**src/rtl/mem_port_arbiter.sv**
```systemverilog
// Arbitrates an instruction-fetch port and a data port onto one shared single-port RAM.
// One transaction is outstanding at a time; a bounded data streak keeps fetches from starving.
module mem_port_arbiter #(
  parameter int ADDR_W      = 64,
  parameter int DATA_W      = 64,
  parameter int MAX_DSTREAK = 4
) (
  input  logic              clk,
  input  logic              rst,
  input  logic              if_req,
  input  logic [ADDR_W-1:0] if_addr,
  output logic              if_gnt,
  output logic              if_rvalid,
  output logic [31:0]       if_inst,
  input  logic              d_req,
  input  logic              d_we,
  input  logic [ADDR_W-1:0] d_addr,
  input  logic [DATA_W-1:0] d_wdata,
  input  logic [DATA_W-1:0] d_wmask,
  output logic              d_gnt,
  output logic              d_rvalid,
  output logic [DATA_W-1:0] d_rdata,
  output logic              ram_req,
  output logic              ram_we,
  output logic [ADDR_W-1:0] ram_addr,
  output logic [DATA_W-1:0] ram_wdata,
  output logic [DATA_W-1:0] ram_wmask,
  input  logic              ram_ack,
  input  logic [DATA_W-1:0] ram_rdata
);

  localparam int SW = $clog2(MAX_DSTREAK + 1);
  localparam logic [SW-1:0] STREAK_MAX = SW'(MAX_DSTREAK);

  typedef enum logic [1:0] {
    IDLE   = 2'd0,
    BUSY_I = 2'd1,
    BUSY_D = 2'd2
  } state_e;

  state_e            state_q, state_d;
  logic [SW-1:0]     dstreak_q, dstreak_d;
  logic [ADDR_W-1:0] addr_q, addr_d;
  logic              we_q, we_d;
  logic [DATA_W-1:0] wdata_q, wdata_d;
  logic [DATA_W-1:0] wmask_q, wmask_d;
  logic              if_rvalid_q, if_rvalid_d;
  logic              d_rvalid_q, d_rvalid_d;
  logic [31:0]       if_inst_q, if_inst_d;
  logic [DATA_W-1:0] d_rdata_q, d_rdata_d;
  logic              if_gnt_s, d_gnt_s;

  // Arbitration, request latching and completion capture.
  always_comb begin
    state_d     = state_q;
    dstreak_d   = dstreak_q;
    addr_d      = addr_q;
    we_d        = we_q;
    wdata_d     = wdata_q;
    wmask_d     = wmask_q;
    if_rvalid_d = 1'b0;
    d_rvalid_d  = 1'b0;
    if_inst_d   = if_inst_q;
    d_rdata_d   = d_rdata_q;
    if_gnt_s    = 1'b0;
    d_gnt_s     = 1'b0;
    case (state_q)
      IDLE: begin
        // Data normally wins; a fetch waiting through a full streak takes the next slot.
        if (d_req && !(if_req && (dstreak_q == STREAK_MAX))) begin
          d_gnt_s = 1'b1;
          state_d = BUSY_D;
          addr_d  = d_addr;
          we_d    = d_we;
          wdata_d = d_wdata;
          wmask_d = d_wmask;
          if (if_req) begin
            if (dstreak_q != STREAK_MAX) begin
              dstreak_d = dstreak_q + SW'(1);
            end else begin
              dstreak_d = dstreak_q;
            end
          end else begin
            dstreak_d = '0;
          end
        end else if (if_req) begin
          if_gnt_s  = 1'b1;
          state_d   = BUSY_I;
          addr_d    = if_addr;
          we_d      = 1'b0;
          wdata_d   = '0;
          wmask_d   = '0;
          dstreak_d = '0;
        end else begin
          state_d = IDLE;
        end
      end
      BUSY_I: begin
        if (ram_ack) begin
          state_d     = IDLE;
          if_rvalid_d = 1'b1;
          if_inst_d   = addr_q[2] ? ram_rdata[63:32] : ram_rdata[31:0];
        end else begin
          state_d = BUSY_I;
        end
      end
      BUSY_D: begin
        if (ram_ack) begin
          state_d    = IDLE;
          d_rvalid_d = 1'b1;
          if (!we_q) begin
            d_rdata_d = ram_rdata;
          end else begin
            d_rdata_d = d_rdata_q;
          end
        end else begin
          state_d = BUSY_D;
        end
      end
      default: begin
        state_d = IDLE;
      end
    endcase
  end

  // State and datapath registers.
  always_ff @(posedge clk or posedge rst) begin
    if (rst) begin
      state_q     <= IDLE;
      dstreak_q   <= '0;
      addr_q      <= '0;
      we_q        <= 1'b0;
      wdata_q     <= '0;
      wmask_q     <= '0;
      if_rvalid_q <= 1'b0;
      d_rvalid_q  <= 1'b0;
      if_inst_q   <= '0;
      d_rdata_q   <= '0;
    end else begin
      state_q     <= state_d;
      dstreak_q   <= dstreak_d;
      addr_q      <= addr_d;
      we_q        <= we_d;
      wdata_q     <= wdata_d;
      wmask_q     <= wmask_d;
      if_rvalid_q <= if_rvalid_d;
      d_rvalid_q  <= d_rvalid_d;
      if_inst_q   <= if_inst_d;
      d_rdata_q   <= d_rdata_d;
    end
  end

  // Grants are combinational but must stay quiet while reset is held.
  assign if_gnt    = if_gnt_s & ~rst;
  assign d_gnt     = d_gnt_s & ~rst;
  assign if_rvalid = if_rvalid_q;
  assign d_rvalid  = d_rvalid_q;
  assign if_inst   = if_inst_q;
  assign d_rdata   = d_rdata_q;
  assign ram_req   = (state_q == BUSY_I) || (state_q == BUSY_D);
  assign ram_we    = (state_q == BUSY_D) && we_q;
  assign ram_addr  = addr_q;
  assign ram_wdata = wdata_q;
  assign ram_wmask = wmask_q;

endmodule

```
**config.mk**
```make
export PLATFORM = sky130hd
export DESIGN_NAME = mem_port_arbiter
export DESIGN_NICKNAME = d
export VERILOG_FILES = /design/src/rtl/mem_port_arbiter.sv
export SDC_FILE = /design/constraint.sdc
export NUM_CORES = 1
export LEC_CHECK = 0
export ABC_AREA = 1
export ABC_CLOCK_PERIOD_IN_PS = 10700
export BUFFER_PORTS_ARGS = -buffer_cell sky130_fd_sc_hd__buf_2
export CAP_MARGIN = 20
export CORE_AREA = 2 2 241 243
export CTS_CLUSTER_DIAMETER = 80
export DETAILED_ROUTE_END_ITERATION = 8
export DIE_AREA = 0 0 243 245
export REMOVE_ABC_BUFFERS = 1
export SYNTH_ARGS = -nofsm -noshare
export SYNTH_HDL_FRONTEND = slang
export SYNTH_SLANG_ARGS = --single-unit
```
**constraint.sdc**
```tcl
create_clock -name clk -period 10.7 [get_ports clk]
set_input_delay 1.07 -clock clk [delete_from_list [all_inputs] [get_ports clk]]
set_output_delay 1.07 -clock clk [all_outputs]
set_load 0.01 [all_outputs]
```
======== Yosys cells after proc, flatten, opt, wreduce, memory -nomap -nowiden ========
Index checks and enable logic that the tools add are counted.
W data, S select, Z words.
operators by class
  add/subtract/negate cells ............... 1
  equal/unequal tests ..................... 5
  mux-type cells .......................... 25
  bitwise operators ....................... 4
  reductions and logical operators ........ 11
operator list
  operator               count
  $mux W64               5
  $mux W32               1
  $mux W1                12
  $mux W3                4
  $pmux W2 S3            1
  $reduce_and A3 Y1      2
  $mux W2                2
  $reduce_and A2 Y1      2
  $add A3 B1 Y3 const B  1
  $eq A3 B3 Y1 const B   1
  $logic_and A1 B1 Y1    3
  $ne A3 B2 Y1 const B   1
  $ne A3 B3 Y1 const B   1
  $and A1 B1 Y1          2
  $eq A2 B1 Y1 const B   1
  $eq A2 B2 Y1 const B   1
  $logic_not A2 Y1       1
  $not A1 Y1             2
  $reduce_bool A2 Y1     1
  $logic_not A1 Y1       1
  $logic_or A1 B1 Y1     1
word-level totals
  register bits ........................... 296
  word-level logic and storage cells ...... 56

======== Logic depth before layout (Yosys ltp) ========
Gate-level depths: netlist (run 1).
  depth in word-level cells ............... 7
  mapped depth ............................ 10

======== Worst setup path before layout (run 1) ========
No wires, ideal clock.
  path type ............................... input port to output port
  start point ............................. input if_req
  end point ............................... output if_gnt
  data arrival time ....................... 1.878 ns
  required time ........................... 9.630 ns
  slack ................................... 7.752 ns
  cell stages on the path ................. 7
  path buffers ............................ 3
  cells stage by stage .................... nand3_1 -> nand2_2 -> buf_6 -> buf_6 -> buf_6 -> nand2_1 -> nor2_1
between the ends
  word-level cells in the longest chain between the ends .. 6
  elaborated cells between the ends (all ways) .. 7
  classes of those cells .................. mux (3); bitwise (1); reduce/logical (3)
ends and longest elaborated chain
  element              RTL line  text
  start: declaration   10        input logic if_req,
  $logic_and A1 B1 Y1  70        if (d_req && !(if_req && (dstreak_q == STREAK_MAX))) begin
  $logic_not A1 Y1     70
  $logic_and A1 B1 Y1  70
  $mux W1 (*)          70
  $mux W1 (*)          67        case (state_q)
  $and A1 B1 Y1 (*)    154       assign if_gnt = if_gnt_s & ~rst;
  end: declaration     12        output logic if_gnt,
Mark *: on every way between the ends. The rest lies on a longest branch, timed or not.

======== Worst setup path after layout (run 1) ========
  start point ............................. register dstreak_q[0]
  end point ............................... output d_gnt
between the ends
  word-level cells in the longest chain between the ends .. 7
ends and longest elaborated chain
  element                   RTL line  text
  start: declaration        42        logic [SW-1:0] dstreak_q, dstreak_d;
  start signal: assignment  141       dstreak_q <= dstreak_d;
  $eq A3 B3 Y1              70
  $logic_and A1 B1 Y1       70
  $logic_not A1 Y1          70
  $logic_and A1 B1 Y1       70
  $mux W1                   70
  $mux W1                   67
  $and A1 B1 Y1             155       assign d_gnt = d_gnt_s & ~rst;
  end: declaration          20        output logic d_gnt,
Every way passes these cells.

==> results of run 1 <==
==> cells in the mapped netlist (all sizes together) <==
master / instances / share of area
buf: 65 / 0.027
dfrtp: 296 / 0.57
o21ai: 193 / 0.074
a21oi: 2 / 0.00077
ha: 6 / 0.0057
o22ai: 2 / 0.00096
nand3: 164 / 0.063
inv: 172 / 0.049
clkbuf: 41 / 0.012
clkinv: 2 / 0.00057
nand2: 692 / 0.20
nor2: 3 / 0.00086
==> registers in the layout, indices dropped and copies added, names as in the netlist, 2 cells and up <==
register	count
d_rdata	64
ram_addr	64
ram_wdata	64
ram_wmask	64
if_inst	32
dstreak_q	3
state_q	2
==> worst max-delay path by stage <==
stage	start	to	cells after the start
6_report	dstreak_q[0]	d_gnt	7
3_5_place_dp	d_req	ram_wmask[48]	7
2_1_floorplan	rst	d_rdata[0]	1
4_1_cts	dstreak_q[0]	d_gnt	7
5_1_grt	dstreak_q[0]	d_gnt	7
3_3_place_gp	d_req	ram_addr[29]	7
==> area by class of cell <==
| class | instances | area share |
|---|---|---|
| Clock inverter | 6 | 0.003289 |
| Multi-Input combinational cell | 1062 | 0.2539 |
| Sequential cell | 296 | 0.4143 |
| Inverter | 174 | 0.03722 |
| Clock buffer | 51 | 0.05695 |
| Antenna cell | 9 | 0.001259 |
| Timing Repair Buffer | 634 | 0.1795 |
| Tap cell | 765 | 0.05353 |
==> power by group <==
group / switching, mW / internal (mW) / leakage, nW
Combinational: 1.26 / 0.686 / 5.92
Clock: 0.471 / 0.681 / 0.531
Sequential: 0.261 / 1.62 / 3.75
==> layer usage <==
| layer | track usage | vias up | share of wire |
|---|---|---|---|
| met5 | 0 | - | 0.00028 |
| met4 | 0.05576 | 2 | 0.031 |
| met3 | 0.03368 | 83 | 0.063 |
| met2 | 0.2373 | 449 | 0.48 |
| met1 | 0.1931 | 5924 | 0.43 |
| li1 | - | 6195 | - |
==> cells by family after synthesis <==
group                      after synthesis  share of synthesized area
and+or+nand+nor                        859                     0.2629
DFF                                    296                     0.5669
buffers and inverters                  280                    0.08878
AOI/OAI and AO/OA                      197                    0.07566
adders and majority gates                6                   0.005746
==> cell usage in the layout, fill, tap and decap left out <==
master / count
clkbuf_16: 37
nand3_1: 163
o22ai_1: 2
buf_2: 619
clkinv_2: 4
nand2_2: 1
clkbuf_8: 4
inv_1: 170
clkbuf_1: 10
dfrtp_2: 1
ha_1: 6
o21ai_0: 130
nand3_4: 1
o21ai_1: 63
clkinv_1: 2
dfrtp_1: 295
inv_6: 2
nand2_8: 2
inv_8: 1
a21oi_1: 2
nor2_1: 3
bufinv_16: 1
diode_2: 9
nand2_1: 689
buf_4: 15
==> critical path: cells and delay by family, from the launching register on <==
kind	cells	cell delay [ps]
buffers and inverters	3	760
AND/OR/NAND/NOR	3	480
flip-flops	1	370
adder cells (fa/ha/maj)	1	240
==> out/qor.yml, run 1 <==
status:
  outcome: "finished clean"
routing:
  first_pass_iters: 5
  drc: 0
  drt_iter0_drc: 782
  via_per_inst: 4.222
  wl_per_cell_um: 15.40
  routed_wl_um: 46140
  ant_nets: 0
  via_count: 12650
critical_path:
  r2r_end: "ram_addr[46]"
  r2r_cells: 8
  path_max_fanout: 65
  max_stage_delay_ps: 550
  crit_chain: "inv_1 -> ha_1 -> nand3_4 -> buf_4 -> nand3_1 -> nor2_1 -> buf_2"
  reg2reg_slack_ps: 7670
  critPathCaptureType: "output pin"
  crit_path_start_kind: "flip-flop"
  crit_arrival_ps: 2380
  crit_path_top_delay_cell: "buf_4"
  r2r_start: "state_q[0]"
  critical_path_required_ps: 9630
  path_class: "reg2out"
global_routing:
  grt_usage: 0.1475
  grt_max_degree: 125
  grt_pass1_vias: 12030
  overflow: 0
  grt_pass1_wl_um: 70010
  antenna_found_initial: 9
sta:
  post-route-min-period_ps: 3446
  rsz0062_at_grt: "false"
  fin_worst_skew_ps: 14.91
  hold_slack_ps: 465.1
  drv_slew: 0
  fmax_ghz: 0.2902
  period_share: 0.3220
  fin_ws_ps: 7254
  hold_violations: 0
  fin_tns_setup_ps: 0
  relSlewSlack: 0.2912
  worstMarginPinSlew_ps: 1063
  finalSetupViolCount: 0
min_path:
  hp-start: "d_rdata[62]"
  hold_path_class: "reg2reg"
  hold_end: "d_rdata[62]"
  hold_depth: 2
clocking:
  cts_tree: "yes"
  htreeDepth: 2
  cts_buffer_depth: 3
  clkTransAtPathRegs_ps: 60
  clkLatencyLatePin_ps: 530
  cts_hold_buf: 0
  post-cts-setup-buffers: 0
  cts_num_sinks: 296
  cts-buffers-inserted: 35
  cts-root-buf: "clkbuf_16"
  cts_resized: 0
die:
  start_util: 0.2291
  die_x_um: 243
  core-area_um2: 57030
  fp-row-count: 88
  fp.dieH_um: 245
  die_area_um2: 59540
  ioPinCount: 620
cells_and_area:
  syn2layout_area_growth_pct: 36.87
  drive_gt1_frac: 0.3095
  multi_input_area_um2: 4541
  fin_util: 0.3135
  nNetsFinal: 2535
  stdcell_area_um2: 17880
  stdcell_count: 2997
  fillers: 6280
  seq_area_um2: 7408
synth:
  synthCells: 1638
  netlist_area_um2: 13070
  avgSynthCellArea_um2: 7.976
  ys_seq_area_frac: 0.5669
  ys_ff_latch: 296
  yosysUniqueCellTypes: 18
  yosysWarnings: 0
power:
  cellPowerDensity_nw_per_um2: 278.0
  power.total_mw: 4.972
  ir_drop_v: 0.0001040
  power.leakage_nw: 10.20
placement:
  place_area_um2: 16780
  numPortBuffers: 619
  place_inst: 2931
  gp_congestion: 0.8398
  dpl.hpwl_um: 32600
  place_ws_ps: 6928
flow_run:
  max_cap_viol_count: 0
Power figures use the tool's default switching activity.
==> run 2, diff against run 1 <==
--- a/config.mk
+++ b/config.mk
@@ -6,7 +6,7 @@
 export NUM_CORES = 1
 export LEC_CHECK = 0
 export ABC_AREA = 1
-export ABC_CLOCK_PERIOD_IN_PS = 10700
+export ABC_CLOCK_PERIOD_IN_PS = 3400
 export BUFFER_PORTS_ARGS = -buffer_cell sky130_fd_sc_hd__buf_2
 export CAP_MARGIN = 20
 export CORE_AREA = 2 2 241 243
==> constraint.sdc (replaced) <==
create_clock -name clk -period 3.4 [get_ports clk]
set_input_delay 0.34 -clock clk [delete_from_list [all_inputs] [get_ports clk]]
set_output_delay 0.34 -clock clk [all_outputs]
set_load 0.01 [all_outputs]
==> run 2 against run 1 <==
  * First-iteration DRC count shrank 12%
  * Clock power grew to 3.3 times the previous value
  * Global-route usage grew 0.55 points
  * Utilization grew 0.58 points
  * Wire length grew 3.0%
  * Sequential share of layout area shrank 0.75 points
  * Worst setup slack lost 6700 ps
  * Die area is the same
  * Critical endpoint is now if_gnt
  * Highest routed layer unchanged
==> out/qor.yml, run 2 (synthesis results as in run 1) <==
sta:
  fmax_ghz: 0.3480
  post-route-min-period_ps: 2873
  fin_ws_ps: 526.8  # was 7254 ps
  fin_worst_skew_ps: 11.30  # was 14.91 ps
  hold_slack_ps: 44.86  # was 465.1 ps
  worstMarginPinSlew_ps: 822.5  # was 1063 ps
  fin_tns_setup_ps: 0  # unchanged
  hold_violations: 0  # unchanged
  drv_slew: 0  # unchanged
  rsz0062_at_grt: "false"  # unchanged
  finalSetupViolCount: 0  # unchanged
  relSlewSlack: 0.4517  # was 0.2912
  period_share: 0.8451
routing:
  wl_per_cell_um: 15.74  # was 15.40 um
  routed_wl_um: 47540  # was 46140 um
  ant_nets: 0  # unchanged
  drt_iter0_drc: 690  # was 782
  via_per_inst: 4.232  # was 4.222
  drc: 0  # unchanged
  first_pass_iters: 5  # unchanged
  via_count: 12790  # was 12650
die:
  start_util: 0.2291  # unchanged
  ioPinCount: 620  # unchanged
  die_area_um2: 59540  # unchanged
  fp-row-count: 88  # unchanged
  die_x_um: 243  # unchanged
  core-area_um2: 57030  # unchanged
  fp.dieH_um: 245  # unchanged
power:
  power.leakage_nw: 10.36  # was 10.20 nW
  cellPowerDensity_nw_per_um2: 875.2  # was 278.0 nW/um^2
  ir_drop_v: 0.0003958  # was 0.0001040 V
cells_and_area:
  final_common_cell: "nand2_1"  # unchanged
  stdcell_area_um2: 18210  # was 17880 um^2
  drive_gt1_frac: 0.3127  # was 0.3095
  fillers: 6211  # was 6280
  final_cell_mix: "nand2_1 (689), buf_2 (619), dfrtp_1 (295), inv_1 (170), nand3_1 (163)"  # unchanged
  syn2layout_area_growth_pct: 39.41  # was 36.87%
  nNetsFinal: 2557  # was 2535
min_path:
  hold_end: "ram_wmask[49]"  # was d_rdata[62]
  hold_depth: 3  # was 2
  hold_path_class: "in2reg"  # was reg2reg
  hp-start: "d_wmask[49]"  # was d_rdata[62]
placement:
  dpl.hpwl_um: 33910  # was 32600 um
  numPortBuffers: 619  # unchanged
  gp_congestion: 0.8722  # was 0.8398
  place_area_um2: 16960  # was 16780 um^2
  place_ws_ps: 1006  # was 6928 ps
critical_path:
  r2r_end: "ram_wdata[19]"  # was ram_addr[46]
  r2r_start: "dstreak_q[0]"  # was state_q[0]
  path_class: "reg2out"  # unchanged
  critical_path_required_ps: 3060  # was 9630 ps
  critPathCaptureType: "output pin"  # unchanged
  crit_arrival_ps: 2530  # was 2380 ps
  path_max_fanout: 79  # was 65
  critPathBufInv: 2  # was 3
  startpoint: "dstreak_q[0]"  # unchanged
  crit_path_top_delay_cell: "nand2_8"  # was buf_4
  max_stage_delay_ps: 550  # about the same
  crit_family: "simple AND/OR/NAND/NOR gates"  # was buffers and inverters
  crit_path_start_kind: "flip-flop"  # unchanged
  crit_chain: "inv_1 -> ha_1 -> nand3_4 -> nand2_8 -> nand2_1 -> nor2_1 -> buf_2"  # was inv_1 -> ha_1 -> nand3_4 -> buf_4 -> nand3_1 -> nor2_1 -> buf_2
  reg2reg_slack_ps: 1030  # was 7670 ps
  r2r_cells: 6  # was 8
clocking:
  htreeDepth: 2  # unchanged
  cts_num_sinks: 296  # unchanged
  clkLatencyLatePin_ps: 540  # was 530 ps
  cts_buffer_depth: 3  # unchanged
  cts_tree: "yes"  # unchanged
  cts-buffers-inserted: 37  # was 35
  cts-root-buf: "clkbuf_16"  # unchanged
  cts_resized: 0  # unchanged
  clkTransAtPathRegs_ps: 60  # about the same
flow_run:
  max_cap_viol_count: 0  # unchanged
global_routing:
  grt_pass1_vias: 12350  # was 12030
  overflow: 0  # unchanged
  grt_max_degree: 84  # was 125
  grt_usage: 0.1530  # was 0.1475
  grt_pass1_wl_um: 71930  # was 70010 um
  antenna_found_initial: 7  # was 9
status:
  outcome: "finished clean"  # unchanged
[run 2: cell count changes in the layout (fill, tap and decap cells not counted), moves of 3 or more]
cell           before  now
buf_12              0    7
buf_4              15   20
clkbuf_1           10   14
clkinv_2            4    1
diode_2             9    5
dlygate4sd3_1       0    8
[run 2: worst max-delay path by stage]
stage / cells after the start / slack (ps) / endpoint
3_5_place_dp: 6 / 1010 / ram_wdata[19]
3_3_place_gp: 6 / 1070 / ram_wdata[51]
2_1_floorplan: 1 / -5120 / d_rdata[0]
4_1_cts: 7 / 420 / if_gnt
5_1_grt: 7 / 260 / if_gnt
6_report: 7 / 530 / if_gnt
[run 2: area by class of cell]
| type | instances | area, um^2 | share of cell area |
|---|---|---|---|
| clock inverters | 6 | 50.05 | 0.002748 |
| multi-input cells | 1062 | 4541 | 0.2493 |
| flip-flops and latches | 296 | 7408 | 0.4067 |
| well taps | 765 | 957.2 | 0.05255 |
| repair buffers | 654 | 3468 | 0.1904 |
| clock buffers | 59 | 1111 | 0.06100 |
| inverters | 174 | 665.6 | 0.03655 |
| diodes | 5 | 12.51 | 0.0006870 |
[run 2: repair_timing]
item                      4_1_cts  5_1_grt
buffers inserted                0        0
hold endpoints to repair       83        0
hold buffers                    8        0
[run 2: worst reg2reg max path, stage by stage, from the launching register on]
cell and delay [ps]:
dfrtp_1 390, inv_1 80, ha_1 210, nand3_4 350, nand2_8 550, buf_4 450, o21ai_0 200
[run 2: metal layers]
| layer | vias to the layer above | global-route usage | wire length [um] |
|---|---|---|---|
| met1 | 5956 | 0.1959 | 20110 |
| met2 | 491 | 0.2508 | 22870 |
| li1 | 6248 | - | - |
| met5 | - | 0 | 13 |
| met4 | 2 | 0.05900 | 1389 |
| met3 | 88 | 0.03510 | 3146 |
[run 2: metrics by stage]
step | util | power, mW | instances
global placement | 0.2974 | 12.17 | 2943
CTS | 0.3191 | 16.16 | 3016
detailed placement | 0.2974 | 12.23 | 2943
finish | 0.3193 | 15.94 | 3021
global route | 0.3193 | 17.08 | 3021
floorplan | - | 9.170 | 1532
[run 2: power by group]
part           switching (mW)  internal (mW)
Combinational            3.91           2.24
Sequential              0.907           5.08
Clock                    1.55           2.25
==> run 3, diff against run 2 <==
--- a/config.mk
+++ b/config.mk
@@ -5,8 +5,8 @@
 export SDC_FILE = /design/constraint.sdc
 export NUM_CORES = 1
 export LEC_CHECK = 0
-export ABC_AREA = 1
-export ABC_CLOCK_PERIOD_IN_PS = 3400
+export ABC_AREA = 0
+export ABC_CLOCK_PERIOD_IN_PS = 2800
 export BUFFER_PORTS_ARGS = -buffer_cell sky130_fd_sc_hd__buf_2
 export CAP_MARGIN = 20
 export CORE_AREA = 2 2 241 243
==> constraint.sdc (replaced) <==
create_clock -name clk -period 2.8 [get_ports clk]
set_input_delay 0.28 -clock clk [delete_from_list [all_inputs] [get_ports clk]]
set_output_delay 0.28 -clock clk [all_outputs]
set_load 0.01 [all_outputs]
==> run 3 against run 2 <==
  * Synthesized area down 7.8%
  * Hold slack worse by 16 ps
  * Global-route usage down 0.84 points
  * Sequential cell count unchanged
  * Largest power group unchanged
  * Clock-buffer cell count down 14
  * Via count down 8.8%
  * Clock skew down 0.91 ps
  * First-iteration DRC count down 9.3%
  * Synthesized cell count down 41%
  * Sequential power up 27%
  * Wire length down 5.5%
==> out/qor.yml, run 3 <==
critical_path:
  max_stage_delay_ps: 590  # was 550 ps
  critical_path_required_ps: 3210  # was 3060 ps
  path_class: "reg2reg"  # was reg2out
  crit_path_start_kind: "flip-flop"  # unchanged
  critPathCaptureType: "flip-flop"  # was output pin
  crit_chain: "inv_1 -> ha_1 -> nand3_2 -> buf_12 -> and2_2 -> buf_6 -> o211ai_1 -> dlygate4sd3_1"  # was inv_1 -> ha_1 -> nand3_4 -> nand2_8 -> nand2_1 -> nor2_1 -> buf_2
  crit_arrival_ps: 3020  # was 2530 ps
  path_max_fanout: 68  # was 79
  crit_path_top_delay_cell: "dlygate4sd3_1"  # was nand2_8
synth:
  synthTopCellsByCount: "dfrtp_1 (296), a22o_1 (129), nand2_1 (129)"  # was nand2_1 (690), dfrtp_1 (296), inv_1 (171)
  yosysUniqueCellTypes: 29  # was 18
  synthFlopType: "dfrtp_1"  # unchanged
  netlist_area_um2: 12040  # was 13070 um^2
  yosysTopAreaCell: "dfrtp_1"  # unchanged
  ys_seq_area_frac: 0.6152  # was 0.5669
  ys_ff_latch: 296  # unchanged
  synth_edf_count: 0  # unchanged
  synth_top_area_share: 0.6152  # was 0.5669
  avgSynthCellArea_um2: 12.44  # was 7.976 um^2
  yosysWarnings: 0  # unchanged
  ys_async_sr_fraction: 1.000  # unchanged
  netlist_top_cells_area: "dfrtp_1 (62%), a22o_1 (9.4%), mux2_2 (6.0%), nand2_1 (4.0%), o211ai_1 (4.0%)"  # was dfrtp_1 (57%), nand2_1 (20%), nand3_1 (6.3%), o21ai_0 (5.0%), inv_1 (4.9%)
  yosysMostFrequentCell: "dfrtp_1"  # was nand2_1
  synthCells: 968  # was 1638
sta:
  fin_worst_skew_ps: 10.39  # was 11.30 ps
  finalSetupViolCount: 0  # unchanged
  fmax_ghz: 0.3833
  relSlewSlack: 0.5468  # was 0.4517
  hold_violations: 0  # unchanged
  post-route-min-period_ps: 2609
  rsz0062_at_grt: "false"  # unchanged
  drv_slew: 0  # unchanged
  period_share: 0.9318
  worstMarginPinSlew_ps: 679.8  # was 822.5 ps
power:
  p_seq_frac: 0.358  # was 0.376
  ir_drop_v: 0.0004861  # was 0.0003958 V
  p_clk_frac: 0.226  # was 0.238
  power_frac_comb: 0.416  # was 0.386
  power.leakage_nw: 9.641  # was 10.36 nW
  cellPowerDensity_nw_per_um2: 1075  # was 875.2 nW/um^2
  swShare: 0.3699  # was 0.3995
  p_sw_mw: 7.861  # was 6.368 mW
  cellInternalPower_mw: 13.39  # was 9.572 mW
die:
  start_util: 0.2111  # was 0.2291
  fp.dieH_um: 245  # unchanged
  die_area_um2: 59540  # unchanged
  core-area_um2: 57030  # unchanged
  ioPinCount: 620  # unchanged
  die_x_um: 243  # unchanged
  fp-row-count: 88  # unchanged
clocking:
  cts_buffer_depth: 3  # unchanged
  cts_tree: "yes"  # unchanged
  cts_num_sinks: 296  # unchanged
  clkLatencyLatePin_ps: 530  # was 540 ps
  clkTransAtPathRegs_ps: 60  # about the same
  cts-root-buf: "clkbuf_16"  # unchanged
  cts-buffers-inserted: 37  # unchanged
  htreeDepth: 2  # unchanged
cells_and_area:
  stdcell_area_um2: 19770  # was 18210 um^2
  nNetsFinal: 2158  # was 2557
  stdcell_count: 2618  # was 3021
  final_cell_mix: "buf_2 (619), dfrtp_1 (295), dlygate4sd3_1 (262), a22o_1 (129), nand2_1 (129)"  # was nand2_1 (689), buf_2 (619), dfrtp_1 (295), inv_1 (170), nand3_1 (163)
  drive_gt1_frac: 0.4217  # was 0.3127
  syn2layout_area_growth_pct: 64.16  # was 39.41%
  final_common_cell: "buf_2"  # was nand2_1
  fillers: 5669  # was 6211
min_path:
  hold_path_class: "in2reg"  # unchanged
status:
  outcome: "finished clean"  # unchanged
global_routing:
  grt_pass1_vias: 12270  # was 12350
  grt_max_degree: 123  # was 84
  antenna_found_initial: 3  # was 7
  grt_usage: 0.1446  # was 0.1530
  overflow: 0  # unchanged
  grt_pass1_wl_um: 68810  # was 71930 um
flow_run:
  max_cap_viol_count: 0  # unchanged
placement:
  gp_congestion: 0.9427  # was 0.8722
  numPortBuffers: 619  # unchanged
  place_area_um2: 15920  # was 16960 um^2
  dpl.hpwl_um: 30370  # was 33910 um
  place_inst: 2290  # was 2943
routing:
  ant_nets: 0  # unchanged
  wl_per_cell_um: 17.16  # was 15.74 um
  via_per_inst: 4.456  # was 4.232
  first_pass_iters: 4  # was 5
  via_count: 11670  # was 12790
  drc: 0  # unchanged
  routed_wl_um: 44930  # was 47540 um
  drt_iter0_drc: 626  # was 690
==> run 3: layout make-up <==
class / instances / area (um^2) / area share
sequential: 296 / 7408 / 0.3748
clock buffer: 45 / 987.2 / 0.04995
tap: 765 / 957.2 / 0.04843
clock inverter: 20 / 226.5 / 0.01146
antenna: 1 / 2.502 / 0.0001266
inverter: 6 / 30.03 / 0.001519
timing repair buffer: 909 / 6085 / 0.3078
multi-input combinational: 576 / 4069 / 0.2059
==> run 3: cells by family after synthesis <==
group                      Yosys count  synth area share
adders and majority gates            6          0.006235
muxes                               96           0.08646
DFF                                296            0.6152
AOI/OAI and AO/OA                  234            0.1523
and+or+nand+nor                    240           0.09155
buffers and inverters               96           0.04822
==> run 3: routing by layer <==
| metal | track usage | routed length, um |
|---|---|---|
| met1 | 0.1672 | 17540 |
| met2 | 0.2480 | 22180 |
| met3 | 0.03750 | 3243 |
| met4 | 0.07200 | 1940 |
| met5 | 0 | 13 |
==> run 3: power groups by stage <==
stage	combinational, mW	clock, mW	sequential (mW)
finish	8.84	4.81	7.60
global route	9.52	5.15	7.84
CTS	8.85	4.96	7.56
detailed placement	8.38	0	7.59
global placement	8.22	0	7.55
floorplan	3.44	0	8.56
==> run 3: worst max-delay path: cells and delay by family (launching register included) <==
family | cells | cell delay [ps]
fa+ha+maj | 1 | 220
simple gates | 2 | 320
flops | 1 | 350
compound gates | 1 | 190
buf+inv | 4 | 1350
==> run 3: timing repair <==
| item | CTS | global route |
|---|---|---|
| resized for setup | 0 | 1 |
| endpoints found under the setup margin | 0 | 17 |
| buffers inserted | 0 | 0 |
| hold buffers | 262 | 0 |
| hold endpoints to repair | 302 | 0 |
==> run 3: metrics by stage <==
step | setup WS, ps | total power, mW | setup TNS, ps | hold slack [ps] | util
after floorplan | -5656 | 11.99 | -2044290 | 412.7 | -
after global placement | 640.0 | 15.77 | 0 | 407.9 | 0.2792
after detailed placement | 580.0 | 15.97 | 0 | 416.1 | 0.2792
after CTS | 73.74 | 21.36 | 0 | 0.02909 | 0.3464
after global routing | 36.02 | 22.52 | 0 | 6.255 | 0.3465
final | 191.0 | 21.25 | 0 | 28.38 | 0.3465
==> run 3: worst paths after layout <==
check,slack (ps),start,to,cells after the start
min in group asynchronous,380,rst,ram_addr[12],3
worst min-delay path,30,if_addr[0],ram_addr[0],3
max in group asynchronous,1610,rst,ram_addr[2],4
worst min register to register,500,ram_addr[25],ram_addr[25],2
worst max-delay path,190,dstreak_q[0],ram_addr[3],8
worst max register to register,190,dstreak_q[0],ram_addr[3],8
